**src/rtl/iw_sequencer.sv**
```systemverilog
// Multi-cycle executor for the wide-immediate moves MOVZ / MOVN / MOVK.
// MOVK does a read-modify-write of Rd through register-file port A.
module iw_sequencer #(
    parameter int DATA_WIDTH = 64,
    parameter int IMM_WIDTH  = 16,
    parameter int HW_BITS    = 2,
    parameter int RA_WIDTH   = 5
) (
    input  logic                  clock,
    input  logic                  reset,
    input  logic                  start,
    input  logic [31:0]           instr,
    input  logic [DATA_WIDTH-1:0] rf_rdata,
    output logic                  busy,
    output logic                  done,
    output logic                  illegal,
    output logic [RA_WIDTH-1:0]   rf_sel_a,
    output logic [RA_WIDTH-1:0]   rf_waddr,
    output logic                  rf_we,
    output logic [DATA_WIDTH-1:0] rf_wdata,
    output logic [DATA_WIDTH-1:0] k_out
);

    // state | meaning
    // IDLE  | waiting for start
    // READ  | MOVK only: Rd on port A, old value captured into hold
    // WRITE | result on write port, done pulses
    // FAULT | rejected instruction, done + illegal, no write
    typedef enum logic [1:0] {IDLE, READ, WRITE, FAULT} state_t;

    localparam logic [RA_WIDTH-1:0]   ZR_ADDR = '1;
    localparam int                    NUM_HW  = DATA_WIDTH / IMM_WIDTH;
    localparam logic [DATA_WIDTH-1:0] W_MASK  = DATA_WIDTH'(32'hFFFF_FFFF);

    state_t                state;
    logic [31:0]           instr_q;
    logic [DATA_WIDTH-1:0] hold;
    logic [DATA_WIDTH-1:0] k_q;
    logic [DATA_WIDTH-1:0] hw_mask;
    logic [DATA_WIDTH-1:0] result;

    function automatic int shift_of(input logic [31:0] w);
        return int'(w[21 +: HW_BITS]) * IMM_WIDTH;
    endfunction

    function automatic logic [DATA_WIDTH-1:0] k_of(input logic [31:0] w);
        return DATA_WIDTH'(w[5 +: IMM_WIDTH]) << shift_of(w);
    endfunction

    function automatic logic is_illegal(input logic [31:0] w);
        int hw;
        hw = int'(w[21 +: HW_BITS]);
        return (w[28:23] != 6'b100101) || (w[30:29] == 2'b01) ||
               (hw > NUM_HW - 1) || (!w[31] && hw >= 2);
    endfunction

    function automatic logic is_movk(input logic [31:0] w);
        return w[30:29] == 2'b11;
    endfunction

    function automatic logic [RA_WIDTH-1:0] rd_of(input logic [31:0] w);
        return w[0 +: RA_WIDTH];
    endfunction

    // Write data is a pure function of the latched word and hold, so it is
    // already stable when WRITE is entered from either IDLE or READ.
    always_comb begin
        k_q     = k_of(instr_q);
        hw_mask = DATA_WIDTH'({IMM_WIDTH{1'b1}}) << shift_of(instr_q);
        case (instr_q[30:29])
            2'b00:   result = ~k_q;
            2'b11:   result = (hold & ~hw_mask) | k_q;
            default: result = k_q;
        endcase
        if (!instr_q[31])
            result = result & W_MASK;
        rf_wdata = (state == WRITE) ? result : '0;
    end

    always_ff @(posedge clock or posedge reset) begin
        if (reset) begin
            state    <= IDLE;
            instr_q  <= '0;
            hold     <= '0;
            busy     <= 1'b0;
            done     <= 1'b0;
            illegal  <= 1'b0;
            rf_sel_a <= '0;
            rf_waddr <= '0;
            rf_we    <= 1'b0;
            k_out    <= '0;
        end else begin
            case (state)
                IDLE: begin
                    if (start) begin
                        instr_q <= instr;
                        k_out   <= k_of(instr);
                        busy    <= 1'b1;
                        if (is_illegal(instr)) begin
                            state   <= FAULT;
                            done    <= 1'b1;
                            illegal <= 1'b1;
                        end else if (is_movk(instr)) begin
                            state    <= READ;
                            rf_sel_a <= rd_of(instr);
                        end else begin
                            state    <= WRITE;
                            done     <= 1'b1;
                            rf_waddr <= rd_of(instr);
                            rf_we    <= (rd_of(instr) != ZR_ADDR);
                        end
                    end
                end
                READ: begin
                    state    <= WRITE;
                    hold     <= rf_rdata;
                    rf_sel_a <= '0;
                    done     <= 1'b1;
                    rf_waddr <= rd_of(instr_q);
                    rf_we    <= (rd_of(instr_q) != ZR_ADDR);
                end
                default: begin
                    state    <= IDLE;
                    busy     <= 1'b0;
                    done     <= 1'b0;
                    illegal  <= 1'b0;
                    rf_waddr <= '0;
                    rf_we    <= 1'b0;
                    k_out    <= '0;
                end
            endcase
        end
    end

endmodule

```
**config.mk**
```make
export PLATFORM = sky130hd
export DESIGN_NAME = iw_sequencer
export DESIGN_NICKNAME = d
export VERILOG_FILES = /design/src/rtl/iw_sequencer.sv
export SDC_FILE = /design/constraint.sdc
export NUM_CORES = 1
export LEC_CHECK = 0
export BUFFER_PORTS_ARGS = -buffer_cell sky130_fd_sc_hd__clkbuf_2
export CAP_MARGIN = 40
export CORE_ASPECT_RATIO = 1.2
export CORE_MARGIN = 2
export CORE_UTILIZATION = 47
export CTS_CLUSTER_DIAMETER = 100
export CTS_CLUSTER_SIZE = 30
export DETAILED_ROUTE_END_ITERATION = 7
export PLACE_DENSITY = 0.83
export SLEW_MARGIN = 20
export SYNTH_ARGS = -nofsm -noshare
export SYNTH_HDL_FRONTEND = slang
export SYNTH_SLANG_ARGS = --single-unit
```
**constraint.sdc**
```tcl
create_clock -name clock -period 5.3 [get_ports clock]
set_clock_uncertainty 0.05 [all_clocks]
set_input_delay 0.265 -clock clock [delete_from_list [all_inputs] [get_ports clock]]
set_output_delay 0.265 -clock clock [all_outputs]
set_load 0.01 [all_outputs]
```
==> impl_results.md, run 1 <==
- Core box area: about 0.017 sq mm
- Max-slew violations: 0
- Critical path depth in cells: 8
- CTS tree: yes
- Post-Route WL: ~24000 um
- DR pass1 iterations: 5
- Syn Std Cell Area: a little over 0.008 sq mm
- Total track usage: a little over a quarter
- GPL Wtd Cong: approximately 0.86
- Placement row count: between 50 and 60
- Routed Antenna Nets: 0
- Die width: between 100 and 150 um
- Routed met3 length: approximately 2000 um
- Synth Instances: 798
- Num CTS Buffers: 17
- Sequential power share: between 30% and 40%
- Syn Area/Cell: a little over 10 sq um
- CP delay by family, top: buffers and inverters
- P_sw: around 1.7 mW
- Sw frac: 36.8%
- Worst r2r path cells: 5
- Drt initial violations: roughly 730
- First-pass GRT wire length: 38900 um
- Combinational share of power: 34.8%
- R2r startpoint: state[1]
- Req. time, crit path: between 4 and 5 ns
- VDD IR max: between 0.2 and 0.25 mV
- Worst-Skew Late Latency: 0.42 ns
- Nets: roughly 1.1k
- Register area: approximately 0.0043 sq mm
- Peak Freq: between 0.3 and 0.4 GHz
- WHS: 0.0169 ns
- Top-area cell type share of the netlist area: about half
- Final period util: approximately 58%
- Final setup viols: 0
- Pwr Density: approximately 460 mW/mm^2
- Most common cell after layout, fill and taps aside: clkbuf_2
- Worst EP arrival: roughly 2.8 ns
- Peak fanout along the critical path: 25
- Internal power: 2.99 mW
- Clk slew on worst S/H paths: about 0.070 ns
- Synth Warn #: 0
- Total negative slack: 0 ns
- Top Layer Used: met5
- Die area: 0.0186 sq mm
- Placed Instances: 1210
- Vias in the first global route: between 7k and 8k
- Worst setup EP type: output port
- Flop2flop setup slack: 2.79 ns
- Syn_nets: 899
- Number of I/O port buffers: 240
- Post-DP HPWL: 17400 um
- Most frequent cells in the layout: clkbuf_2 (240), dfrtp_1 (170), a22o_1 (95)
- Largest net degree at the start of global routing: 86
- Post-CTS Setup Inserts: 0
- Area growth syn-to-layout: 25.2%
- CP Cell Sequence: buf_16 > nor2b_1 > buf_4 > nor2b_1 > buf_4 > a22oi_1 > nor2_1 > clkbuf_2
- Initial antenna violation count: 3
- Multi-input logic area: ~0.0037 sq mm
- CP max stage delay: roughly 0.58 ns
- Vias: about 7.3k
- # IOs: about 240
- DRC errors left: 0
- Slowest-stage cell, CP: dfrtp_1
- Leak: around 5 nW
- Ys async rst share: between 90% and 100%
- Final core utilization: between 50 and 60%
- Count of cell types in the netlist: 35
- Sink Count: 170
- Yosys reg bits: 170
- Post-CTS resize count: 0
- Max-slew headroom: between 40% and 50%
- Crit path to: rf_wdata[40]
- CP Launch Point: instr_q[22]
- RSZ-0062 raised after global routing: no
- RR Endpoint: k_out[63]
- Area contributors post-synth: dfrtp_1 (52%), a22o_1 (10%), mux2_2 (9.4%), a22oi_1 (5.8%), nand2_1 (3.7%)
- Placement Cell Area: 0.00969 sq mm
- Share of cells above drive strength 1: a little under two fifths
- Final instance area: slightly above 0.01 sq mm
- Final min period: just over 3 ns
- CTS H-tree depth: 4
- Filler instances: approximately 1.5k
- DR WL/cell: approximately 20 um
- Sequential-to-total area share from yosys stat: between 50% and 60%
- Vias/cell: between 5 and 6
- Root buffer cell: clkbuf_16
- Final Instance Count excl. Fillers: ~1.2k
- Grt ovf: 0
- Run status: complete, no violations
- Starting Density: a little under half
- Hold Crit Class: primary input to register
- Worst Max-Slew Pin Slew: about 0.84 ns
- Number of max-cap violations: 0
- M1 WL: between 10000 and 15000 um
- Kind of critical path: register to output port
- Maximum clock path buffer count: 2
- Main flop type after synthesis: dfrtp_1
- Final hold vios: 0
- Chip height: between 100 and 150 um
- Buffers & Inverters on Critical Path: 4
- Met2 wire length: 12000 um
- Clock share of power: around a quarter
- Post-synth top area cell: dfrtp_1
- Number of flops mapped to enable cells by yosys: 0
- CP Launch Type: register
## registers in the layout, summed over array words and instances (netlist names)
register	cells
busy	1
done	1
hold	64
illegal	1
instr_q	26
k_out	64
rf_sel_a	5
rf_waddr	5
rf_we	1
state	2
## synthesized netlist by cell type (all sizes together) (3+ instances only)
cell    instances
clkbuf         43
a22oi          64
nand3          21
buf            27
a21oi          42
dfrtp         170
nor2           77
o21ai          41
mux2i           4
nand2b         16
a22o           95
nor2b           6
mux2           69
nor3            3
inv             8
nand2          82
or3b           11
and3            3
## layer usage
metal	track usage [%]	vias to the layer above
met4	7.25	4
li1	-	3324
met5	0	-
met1	36.4	3554
met3	5.85	39
met2	42.7	375
## through the flow
step / power, mW / setup slack, ns
floorplan: 2.95 / 0.382
global placement: 3.42 / 2.06
detailed placement: 3.53 / 2.69
CTS: 4.73 / 2.23
global route: 5.02 / 1.99
finish: 4.74 / 2.21
## how the worst min path moves through the flow
| stage | slack, ns | cells after the start | to | start |
|---|---|---|---|---|
| 3_3_place_gp | 0.39 | 2 | k_out[1] | reset |
| 6_report | 0.02 | 2 | hold[61] | rf_rdata[61] |
| 5_1_grt | 0.009 | 2 | hold[61] | rf_rdata[61] |
| 3_5_place_dp | 0.40 | 2 | k_out[2] | reset |
| 4_1_cts | 0.008 | 2 | hold[61] | rf_rdata[61] |
| 2_1_floorplan | 0.32 | 2 | instr_q[0] | instr[0] |
## final cells by class
class	instances	share of cell area (%)
Inverter	9	0.377
Antenna cell	2	0.0486
Clock inverter	13	1.29
Sequential cell	170	41.3
Timing Repair Buffer	264	14.2
Clock buffer	19	4.20
Multi-Input combinational cell	549	35.9
Tap cell	220	2.67
## kinds of logic after synthesis
| kind of cell | share of synthesized area [%] |
|---|---|
| mux | 9.93 |
| simple gates | 12.4 |
| compound gates | 21.8 |
| flops | 51.7 |
| buf+inv | 3.86 |
| fa+ha+maj | 0.304 |
## power by group through the flow
| stage | Combinational (mW) | Sequential, mW | Clock, mW |
|---|---|---|---|
| 4_1_cts | 1.63 | 1.88 | 1.22 |
| 3_3_place_gp | 1.52 | 1.90 | 0 |
| 3_5_place_dp | 1.62 | 1.90 | 0 |
| 5_1_grt | 1.81 | 1.92 | 1.29 |
| 6_report | 1.65 | 1.88 | 1.21 |
| 2_1_floorplan | 1.16 | 1.79 | 0 |
## what timing repair did
item / in CTS / in global routing
setup endpoints to repair: 0 / 0
hold buffers: 1 / 0
endpoints found under the hold margin: 83 / 0
Power figures use the tool's default switching activity.
==> run 2, diff against run 1 <==
Settings changed: ABC_AREA from default to 1, CORE_UTILIZATION 47 to 48, PLACE_DENSITY 0.83 to 0.84.
Clock period 5.3 ns to 2.7 ns, I/O delays scaled along.
==> run 2 against run 1 <==
Effect of this change: highest routed layer is now met4; routed wire length grew 27%; die area grew 8.4%; total power grew to 2.9 times the previous value; critical path type unchanged; sequential power grew 130%; cell area grew 17%; flip-flop and latch count is the same; clock-buffer cell count shrank 2.
==> impl_results.md, run 2 <==
- DR WL/cell: 16.7 um (was 19.6 um)
- Worst r2r path cells: 5 (unchanged)
- Worst slack, placed: 0.533 ns (was 2.69 ns)
- Hold Crit Class: primary input to register (unchanged)
- Worst-Skew Late Latency: 0.42 ns (about the same)
- Ys async rst share: 100% (unchanged)
- Worst setup EP type: output port (unchanged)
- Vias in the first global route: 9606 (was 7014)
- Leading registers by flop count: hold (64), k_out (64), instr_q (26) (unchanged)
- Yosys reg bits: 170 (unchanged)
- Worst Max-Slew Pin Slew: 0.757 ns (was 0.836 ns)
- Sequential-to-total area share from yosys stat: 46.6% (was 51.7%)
- GPL Wtd Cong: 0.864 (was 0.857)
- Chip height: 155 um (was 149 um)
- Synth Warn #: 0 (unchanged)
- Maximum clock path buffer count: 2 (unchanged)
- CTS H-tree depth: 4 (unchanged)
- CP Launch Type: register (unchanged)
- Peak fanout along the critical path: 37 (was 25)
- Syn Area/Cell: 6.98 sq um (was 10.3 sq um)
- Number of max-cap violations: 0 (unchanged)
- Max-slew violations: 0 (unchanged)
- Nets: 1692 (was 1112)
- Most frequent cells in the layout: nand2_1 (660), clkbuf_2 (240), dfrtp_1 (169) (was clkbuf_2 (240), dfrtp_1 (170), a22o_1 (95))
- Commonest cells post-synth: nand2_1 (661), dfrtp_1 (170), a21oi_1 (120), o21ai_1 (102), o21ai_0 (63) (was dfrtp_1 (170), a22o_1 (95), nand2_1 (82), nor2_1 (77), mux2_2 (69))
- Clk slew on worst S/H paths: 0.07 ns (about the same)
- Routed Antenna Nets: 0 (unchanged)
- Main flop type after synthesis: dfrtp_1 (unchanged)
- Syn_nets: 1409 (was 899)
- Vias: 10.2k (was 7296)
- Post-Route WL: 31100 um (was 24400 um)
- Syn Std Cell Area: 0.00913 sq mm (was 0.00823 sq mm)
- Total negative slack: 0 ns (unchanged)
- DR pass1 iterations: 6 (was 5)
- Sw frac: 48.3% (was 36.8%)
- Root buffer cell: clkbuf_16 (unchanged)
- VDD IR max: 0.874 mV (was 0.206 mV)
- Die area: 0.0201 sq mm (was 0.0186 sq mm)
- Count of cell types in the netlist: 28 (was 35)
- Num CTS Buffers: 17 (unchanged)
- Final hold vios: 0 (unchanged)
- Vias/cell: 5.48 (was 5.86)
- Total track usage: 30.5% (was 26.4%)
- Leak: 6.39 nW (was 5.08 nW)
- Final min period: between 2 and 2.5 ns
- Sink Count: 170 (unchanged)
- Worst Setup Slack, final: 0.235 ns (was 2.21 ns)
- Drt initial violations: 1121 (was 726)
- Area growth syn-to-layout: 31.9% (was 25.2%)
- Core box area: 0.0187 sq mm (was 0.0173 sq mm)
- P_sw: 6.59 mW (was 1.75 mW)
- Number of flops mapped to enable cells by yosys: 0 (unchanged)
- Share of cells above drive strength 1: 19.8% (was 37.7%)
- Final Instance Count excl. Fillers: 1861 (was 1246)
- Largest net degree at the start of global routing: 74 (was 86)
- Run status: complete, no violations (unchanged)
- Most frequent cell after synthesis: nand2_1 (was dfrtp_1)
- RSZ-0062 raised after global routing: no (unchanged)
- Final period util: 91.3%
- Starting Density: 48.8% (was 47.5%)
- First-pass GRT wire length: 48400 um (was 38900 um)
- Total Power: 13.6 mW (was 4.74 mW)
- Placed Instances: 1737 (was 1210)
- Die width: 130 um (was 125 um)
- CTS tree: yes (unchanged)
- Synth Instances: 1308 (was 798)
- Sequential power share: 31.2% (was 39.7%)
- Number of I/O port buffers: 240 (unchanged)
- Hold path cells: 7 (was 2)
- Grt ovf: 0 (unchanged)
- Final setup viols: 0 (unchanged)
- Max-slew headroom: 49.4% (was 43.9%)
- # IOs: 241 (unchanged)
- Post-DP HPWL: 20100 um (was 17400 um)
- Area contributors post-synth: dfrtp_1 (47%), nand2_1 (27%), a21oi_1 (6.6%), o21ai_1 (5.6%), o21ai_0 (3.5%) (was dfrtp_1 (52%), a22o_1 (10%), mux2_2 (9.4%), a22oi_1 (5.8%), nand2_1 (3.7%))
- Post-synth top area cell: dfrtp_1 (unchanged)
- Internal power: 7.04 mW (was 2.99 mW)
- Worst EP arrival: 2.28 ns (was 2.78 ns)
- Peak Freq: a little over 0.4 GHz
- Most common cell after layout, fill and taps aside: nand2_1 (was clkbuf_2)
- Clock share of power: 18.2% (was 25.5%)
- Req. time, crit path: 2.52 ns (was 4.99 ns)
- Initial antenna violation count: 1 (was 3)
- Placement row count: 55 (was 53)
- Combinational share of power: 50.5% (was 34.8%)
- DRC errors left: 0 (unchanged)
- Top-area cell type share of the netlist area: 46.6% (was 51.7%)
- Pwr Density: 1130 mW/mm^2 (was 460 mW/mm^2)
- Kind of critical path: register to output port (unchanged)
[run 2: cell count changes in the layout (fill, tap and decap cells not counted), sizes merged, moves of 28 or more]
cell,change
inv,+28
dlygate4sd3,+89
a21oi,+78
mux2,-69
nand2,+581
a22oi,-53
nor2,-64
o21ai,+124
a22o,-95
[run 2: repair_timing]
action | in CTS | in global routing
setup endpoints to repair | 0 | 20
endpoints found under the hold margin | 150 | 0
hold buffers | 90 | 0
setup buffers | 0 | 1
gates resized for setup | 0 | 2
[run 2: path summary, 6_finish.rpt]
check,slack [ns],from,end
max in group asynchronous,1.61,reset,instr_q[22]
min in group asynchronous,0.27,reset,k_out[36]
setup reg to reg,0.68,state[0],k_out[49]
hold reg to reg,0.42,rf_waddr[2],rf_waddr[2]
setup / recovery,0.23,instr_q[30],rf_wdata[36]
hold / removal,0.12,instr[27],state[1]
[run 2: cells by family (layout without fill, tap and decap cells)]
family          after synthesis  in the layout  synth area share, %
compound gates              300            300                 16.8
fa+ha+maj                     2              2                0.274
buf+inv                     129            425                 6.28
flops                       170            170                 46.6
other cells                   0              1                    0
simple gates                707            707                 30.0
[run 2: critical path: stages, from the launching register on]
cell	delay [ns]
dfrtp_1	0.38
inv_1	0.08
ha_4	0.52
buf_4	0.41
a21oi_1	0.09
a21oi_1	0.20
clkbuf_2	0.16
[run 2: routing by layer]
metal	share of wire (%)	wire, um	track usage [%]
met1	39	12100	39.6
met2	48	15000	49.2
met3	9.3	2900	6.64
met4	3.8	1180	13.3
met5	0	0	0
[run 2: layout make-up]
type | count | area [sq um]
sequential | 170 | 4260
antenna | 1 | 2.50
fill | 1629 | 6680
multi-input combinational | 1009 | 4320
clock buffer | 17 | 425
clock inverter | 15 | 191
inverter | 39 | 151
timing repair buffer | 354 | 2370
tap | 256 | 320
[run 2: power by group through the flow]
stage / clock network [mW] / logic [mW] / registers (mW)
6_report: 2.48 / 6.89 / 4.25
3_3_place_gp: 0 / 6.34 / 4.25
2_1_floorplan: 0 / 4.77 / 3.96
4_1_cts: 2.52 / 6.65 / 4.23
3_5_place_dp: 0 / 6.51 / 4.27
5_1_grt: 2.64 / 7.67 / 4.35
[run 2: per-stage QoR]
step | hold WS, ns | util, % | area, sq um
after floorplan | 0.181 | - | 9130
after global placement | 0.170 | 56.0 | 10500
after detailed placement | 0.174 | 56.0 | 10500
after CTS | 0.0984 | 64.2 | 12000
after global routing | 0.153 | 64.3 | 12000
final | 0.116 | 64.3 | 12000
